**src/rtl/serial_sign_addsub.sv**
```systemverilog
// rtl/serial_sign_addsub.sv - digit-serial signed adder/subtractor with start/busy/done handshake
//
// Adds or subtracts two WIDTH-bit two's-complement operands DIGIT bits per
// clock, finishing NDIG = WIDTH/DIGIT cycles after an accepted start.
//
// Optional build macro: SERIAL_ADDSUB_SATURATE_EN
//   defined   -> s is clamped to max positive / min negative on signed overflow
//   undefined -> s is the raw result, modulo 2^WIDTH
//
// Ports:
//   clk    in   clock, all state on the rising edge
//   rst_n  in   asynchronous active-low reset
//   start  in   request, sampled only while idle
//   sub    in   0 = a+b, 1 = a-b (latched with the operands)
//   a, b   in   WIDTH-bit two's-complement operands (latched on accepted start)
//   busy   out  high while an operation is running
//   done   out  one-cycle pulse, results valid from this cycle on
//   s      out  WIDTH-bit result
//   cout   out  carry out of the MSB (for sub, 1 = no borrow)
//   v      out  signed overflow
//   zero   out  s == 0
module serial_sign_addsub #(
  parameter int WIDTH = 16,
  parameter int DIGIT = 4
) (
  input  logic             clk,
  input  logic             rst_n,
  input  logic             start,
  input  logic             sub,
  input  logic [WIDTH-1:0] a,
  input  logic [WIDTH-1:0] b,
  output logic             busy,
  output logic             done,
  output logic [WIDTH-1:0] s,
  output logic             cout,
  output logic             v,
  output logic             zero
);

  localparam int NDIG = WIDTH / DIGIT;
  localparam int CW   = (NDIG > 1) ? $clog2(NDIG) : 1;
  localparam logic [CW-1:0] LAST = CW'(NDIG - 1);

  typedef enum logic {
    IDLE = 1'b0,
    RUN  = 1'b1
  } state_t;

  state_t state_q, state_d;

  // Latched operands; b_q already holds ~b for subtraction.
  logic [WIDTH-1:0] a_q, a_d;
  logic [WIDTH-1:0] b_q, b_d;
  logic [WIDTH-1:0] res_q, res_d;
  logic             carry_q, carry_d;
  logic [CW-1:0]    cnt_q, cnt_d;

  // Visible result registers, only written on the final digit.
  logic [WIDTH-1:0] s_q, s_d;
  logic             cout_q, cout_d;
  logic             v_q, v_d;
  logic             zero_q, zero_d;
  logic             done_q, done_d;

  logic             accept;
  logic             last_digit;
  int               dig_base;
  logic [DIGIT-1:0] a_dig;
  logic [DIGIT-1:0] b_dig;
  logic [DIGIT:0]   dig_add;
  logic [DIGIT-1:0] sum_dig;
  logic             dig_cout;
  logic             msb_cin;
  logic             ovf;
  logic [WIDTH-1:0] s_raw;
  logic [WIDTH-1:0] s_fin;

  assign accept     = (state_q == IDLE) && start;
  assign last_digit = (state_q == RUN) && (cnt_q == LAST);
  assign dig_base   = int'(cnt_q) * DIGIT;

  // ---------------------------------------------------------------------------
  // Digit adder
  // ---------------------------------------------------------------------------
  always_comb begin
    a_dig    = a_q[dig_base +: DIGIT];
    b_dig    = b_q[dig_base +: DIGIT];
    dig_add  = {1'b0, a_dig} + {1'b0, b_dig} + {{DIGIT{1'b0}}, carry_q};
    sum_dig  = dig_add[DIGIT-1:0];
    dig_cout = dig_add[DIGIT];
    // The carry into the top bit of this digit falls out of the sum identity
    // s = a ^ b ^ cin; this also holds for DIGIT = 1, where it is carry_q.
    msb_cin  = a_dig[DIGIT-1] ^ b_dig[DIGIT-1] ^ sum_dig[DIGIT-1];
    ovf      = msb_cin ^ dig_cout;
  end

  // Result word with the current digit merged in; on the last digit this is
  // the complete sum.
  always_comb begin
    s_raw                     = res_q;
    s_raw[dig_base +: DIGIT]  = sum_dig;
  end

`ifdef SERIAL_ADDSUB_SATURATE_EN
  // On overflow the true result has the sign of a, so clamp toward it.
  always_comb begin
    s_fin = s_raw;
    if (ovf) begin
      if (a_q[WIDTH-1]) begin
        s_fin = {1'b1, {(WIDTH-1){1'b0}}};
      end else begin
        s_fin = {1'b0, {(WIDTH-1){1'b1}}};
      end
    end
  end
`else
  assign s_fin = s_raw;
`endif

  // ---------------------------------------------------------------------------
  // FSM: state register
  // ---------------------------------------------------------------------------
  always_ff @(posedge clk or negedge rst_n) begin
    if (!rst_n) begin
      state_q <= IDLE;
    end else begin
      state_q <= state_d;
    end
  end

  // FSM: next state
  always_comb begin
    state_d = state_q;
    unique case (state_q)
      IDLE: if (start)      state_d = RUN;
      RUN:  if (last_digit) state_d = IDLE;
      default:              state_d = IDLE;
    endcase
  end

  // FSM: outputs
  always_comb begin
    busy = (state_q == RUN);
  end

  // ---------------------------------------------------------------------------
  // Datapath next state
  // ---------------------------------------------------------------------------
  always_comb begin
    a_d     = a_q;
    b_d     = b_q;
    res_d   = res_q;
    carry_d = carry_q;
    cnt_d   = cnt_q;
    s_d     = s_q;
    cout_d  = cout_q;
    v_d     = v_q;
    zero_d  = zero_q;
    done_d  = 1'b0;

    if (accept) begin
      a_d     = a;
      b_d     = sub ? ~b : b;
      carry_d = sub;           // +1 of the two's-complement negation
      cnt_d   = '0;
    end else if (state_q == RUN) begin
      res_d   = s_raw;
      carry_d = dig_cout;
      if (last_digit) begin
        cnt_d  = '0;
        done_d = 1'b1;
        s_d    = s_fin;
        cout_d = dig_cout;
        v_d    = ovf;
        zero_d = (s_fin == '0);
      end else begin
        cnt_d  = cnt_q + 1'b1;
      end
    end
  end

  // Datapath registers
  always_ff @(posedge clk or negedge rst_n) begin
    if (!rst_n) begin
      a_q     <= '0;
      b_q     <= '0;
      res_q   <= '0;
      carry_q <= 1'b0;
      cnt_q   <= '0;
      s_q     <= '0;
      cout_q  <= 1'b0;
      v_q     <= 1'b0;
      zero_q  <= 1'b1;
      done_q  <= 1'b0;
    end else begin
      a_q     <= a_d;
      b_q     <= b_d;
      res_q   <= res_d;
      carry_q <= carry_d;
      cnt_q   <= cnt_d;
      s_q     <= s_d;
      cout_q  <= cout_d;
      v_q     <= v_d;
      zero_q  <= zero_d;
      done_q  <= done_d;
    end
  end

  assign done = done_q;
  assign s    = s_q;
  assign cout = cout_q;
  assign v    = v_q;
  assign zero = zero_q;

endmodule

```
**config.mk**
```make
export PLATFORM = sky130hd
export DESIGN_NAME = serial_sign_addsub
export DESIGN_NICKNAME = d
export VERILOG_FILES = /design/src/rtl/serial_sign_addsub.sv
export SDC_FILE = /design/constraint.sdc
export NUM_CORES = 1
export LEC_CHECK = 0
export BUFFER_PORTS_ARGS = -buffer_cell sky130_fd_sc_hd__buf_2
export CAP_MARGIN = 20
export CELL_PAD_IN_SITES_DETAIL_PLACEMENT = 0
export CELL_PAD_IN_SITES_GLOBAL_PLACEMENT = 1
export CORE_MARGIN = 3
export CORE_UTILIZATION = 44
export CTS_CLUSTER_DIAMETER = 100
export DETAILED_ROUTE_END_ITERATION = 8
export GPL_TIMING_DRIVEN = 0
export PLACE_DENSITY_LB_ADDON = 0.1
export SYNTH_ARGS = -nofsm -noshare
export SYNTH_HDL_FRONTEND = slang
export SYNTH_SLANG_ARGS = --single-unit
```
**constraint.sdc**
```tcl
create_clock -name clk -period 3.6 [get_ports clk]
set_clock_uncertainty 0.05 [all_clocks]
set_input_delay 0.18 -clock clk [delete_from_list [all_inputs] [get_ports clk]]
set_output_delay 0.18 -clock clk [all_outputs]
set_load 0.005 [all_outputs]
```
==> summary.md <==
In the global route stage, met3 resource usage came out at 4.10%. STA classifies the critical path endpoint as a register. The netlist uses 37 different library cells. I/O pin count: 57.

Global routing consumed, on the met1 layer, 22.9% of the routing resources. The number of hold violations in the final report came out at 0. In this run the mean area of a mapped cell was 11.2 µm².

The CTS sink count came out at 68. The cell area power density came out at 1040 nW/µm². Of the cells placed in the final design, the portion with a size suffix greater than 1 is 29.0%.

Sequential cells were found to cover 50.8% of the synthesized design area. Data on the critical path is required at its endpoint by 3.82 ns. Dominant delay contributor by cell family on the critical path: adder cells.

The clock period minus worst slack works out to 3.26 ns. In this run, synthesis inferred 0 flip-flops with an integrated enable. The DRC violation count after routing came out at 0.

The final setup violation count was 0. After synthesis, the largest family of logic cells by area is compound AO/OA/AOI/OAI gates. The run gives 17.8% as the total global-route track usage. Cell with the most instances after synthesis: dfrtp_1.

Counting instances, the worst hold path has a depth of 2. The period utilization came out at 90.6%. The number of setup buffers added after CTS is 0.

From bottom edge to top edge, the die measures 93.3 µm. The share of flip-flops with an asynchronous set or reset after synthesis works out to 100%. The later pin in the worst-skew pair is clocked with a latency of 0.34 ns. The top cell type by area accounts for 50.0% of the synthesized area.

The max-slew violation count was 0. By area the synthesized netlist is led by dfrtp_1 (50%), o21ai_0 (5.4%), mux2_2 (5.4%). The die covers 8700 µm². Summed over all layers, the routed wires come to 7060 µm. The core area was 7330 µm²; the maximum buffer depth of the clock tree was 2.

The setup path with the least slack is of type register to register. Among all stages on the critical path, the largest delay is contributed by mux4_2. The arrival time at the worst endpoint is 3.48 ns, and the global-route wire length before repair is 11900 µm. The tree is rooted in a clkbuf_8. The logs give 0 for the initial antenna violation count and 0.307 GHz for the maximum operating frequency.

Entering global routing, the biggest net connects 69 pins. The transition at the pin with the smallest max-transition slack works out to 0.857 ns. The flow ran to the end, and the final reports show no timing, DRC or antenna violations. The reg2reg setup slack was 0.34 ns.

Walking the worst path, the cells encountered are buf_6 > buf_4 > mux4_2 > fa_1 > inv_1 > fa_1 > inv_1 > a41oi_1 > and4_1 > a32o_1. The startpoint of the most critical register-to-register path is cnt_q[0]$_DFFE_PN0P_. The run gives 413 as the final-stage net count. The total half-perimeter wirelength after legalization and detailed placement is 5160 µm, and the peak per-stage delay on the critical path is 0.56 ns. The worst min-delay path category was primary input to register. Global routing used 29.4% of the available met2 tracks. The number of nets in the synthesized netlist is 346. By count the netlist is led by dfrtp_1 (67), nand2_1 (46), o21ai_0 (36), xnor2_1 (18), mux2_2 (16). The biggest fanout along the worst timing path was 10. The cell taking the most area after synthesis is dfrtp_1. The share of the synthesized netlist area taken by xor and xnor gates is 5.45%. The overall power consumption is 4110 µW.

After detailed routing, the average wire length per cell comes to 15.0 µm. During synthesis, Yosys emitted a total of 0 warnings. Commonest register cell after synthesis: dfrtp_1. In this run the tightest slew margin relative to its limit is 42.9%.

The tools report the number of maximum-capacitance violations as 0. At the end of routability-driven placement, the weighted congestion stood at 0.759. STA classifies the critical path startpoint as a register. In the synthesized netlist, mux cells make up 11.2% of the area.

The number of register bits inferred by synthesis was 68; the number of iterations in the first detailed-routing pass was 4. Detailed routing inserted a total of 2400 vias. The detail route stage leaves a number of antenna-violating nets equal to 0.

Setup repair after global routing left no endpoint under its margin. The tools report the destination of the worst register-to-register timing path as zero$_DFFE_PN1P_. TritonCTS built the clock tree. The via count of the first global-routing pass was 2498. The cell area that synthesis handed to floorplanning was 3350 µm². Setup total negative slack on the finished layout was measured at 0 ns. From synthesis to final layout, the design area changed by 18.3%.

The cell count after synthesis came out at 300. The floorplan has 31 rows. For this configuration, the core starts out at a cell density of 45.7%.

The logs give 54.1% for the final cell utilization of the core and 0 for the remaining global-route overflow. Dividing the detail-routed via count by the number of cells gives 5.10. The H-tree generated during clock tree synthesis spans 3 levels. The adder-cell area share of the yosys netlist is 4.18%, and the antenna diode count is 0.

The worst-case IR drop observed on VDD is 0.641 mV. The number of cells traversed by the worst register-to-register path is 10, and the area fraction in compound gates after synthesis is 13.3%. The critical path contains buffers and inverters numbering 4 combined. The number of buffers added on ports was 55.

The worst hold path terminates at a_q[1]$_DFFE_PN0P_. Clock tree synthesis inserted a total of 9 buffers. In this run the most critical hold path is launched from a[1].

After clock tree synthesis, the clock-pin slew on the worst setup and hold paths is 0.08 ns. The run gives 0.00185 µW as the leakage power figure. The detailed router finished its first iteration with 50 violations. The die width came out at 93.3 µm. In this run the most used layer during global routing was met2. Summing the areas of all and, or, nand and nor instances in the mapped netlist gives 11.0% of the synthesized area.
cell type report:
class	instances	area, µm²
Fill cell	682	3360
Inverter	10	37.5
Tap cell	99	124
Clock inverter	5	61.3
Multi-Input combinational cell	204	1510
Buffer	18	98.8
Sequential cell	68	1700
Timing Repair Buffer	56	288
Clock buffer	11	141
metal layers:
metal	vias to the layer above	share of wire, %
met2	53	48
met3	9	3.7
li1	1189	-
met5	-	0
met1	1149	46
met4	0	2.0
sequential cells by signal (all words and copies together), names as in the netlist:
signal and flops:
v 1, a_q 16, busy 1, zero 1
carry_q 1, done 1, cnt_q 2, cout 1
s 16, b_q 16, res_q 12
how the worst max path moves through the flow:
| stage | startpoint | endpoint | slack (ns) | cells after the start |
|---|---|---|---|---|
| floorplan | cnt_q[0]$_DFFE_PN0P_ | zero$_DFFE_PN1P_ | 0.70 | 11 |
| global placement | cnt_q[1]$_DFFE_PN0P_ | zero$_DFFE_PN1P_ | 0.35 | 9 |
| detailed placement | cnt_q[0]$_DFFE_PN0P_ | zero$_DFFE_PN1P_ | 0.30 | 10 |
| CTS | cnt_q[0]$_DFFE_PN0P_ | zero$_DFFE_PN1P_ | 0.29 | 10 |
| global route | cnt_q[0]$_DFFE_PN0P_ | zero$_DFFE_PN1P_ | 0.16 | 10 |
| finish | cnt_q[0]$_DFFE_PN0P_ | zero$_DFFE_PN1P_ | 0.34 | 10 |
stage by stage:
stage / area (µm²) / hold slack, ns / setup WS (ns) / cells
finish: 3970 / 0.0171 / 0.337 / 471
CTS: 3970 / 0.00564 / 0.291 / 471
global route: 3970 / 0.00902 / 0.155 / 471
global placement: 3750 / 0.362 / 0.349 / 454
floorplan: 3350 / -0.166 / 0.698 / 300
detailed placement: 3750 / 0.299 / 0.304 / 454
what timing repair did:
action,CTS,global route
gates resized for setup,0,0
hold buffers,1,0
endpoints found under the hold margin,67,0
report_power, final:
part,switching (µW),internal (µW)
Sequential,173,1110
Combinational,1250,949
Clock,295,340
Total,1720,2400
worst register-to-register path, cell delays in order, from the launching register on:
cell,delay (ns)
dfrtp_1,0.39
buf_6,0.14
buf_4,0.22
mux4_2,0.57
fa_1,0.44
inv_1,0.09
fa_1,0.46
inv_1,0.17
a41oi_1,0.22
and4_1,0.24
a32o_1,0.21
layout by cell type, fill, tap and decap left out, types with 7 or more instances in the layout:
cell type,Yosys,final
dfrtp_1,67,67
ha_1,8,8
mux2_2,16,16
clkbuf_8,0,10
nor2_1,8,8
nand2_1,46,46
o21ai_0,36,36
buf_2,4,58
inv_1,10,10
mux4_2,8,8
clkbuf_1,10,11
xnor2_1,18,18
nor2b_1,11,11
a32o_1,7,7
a21oi_1,13,13
kinds of logic after synthesis:
group / count (synthesis)
and+or+nand+nor: 76
AOI/OAI and AO/OA: 73
DFF: 68
buffers and inverters: 28
muxes: 25
xor gates and xnor gates: 20
adders and majority gates: 10
No activity file was read; power rests on OpenSTA's default activity.
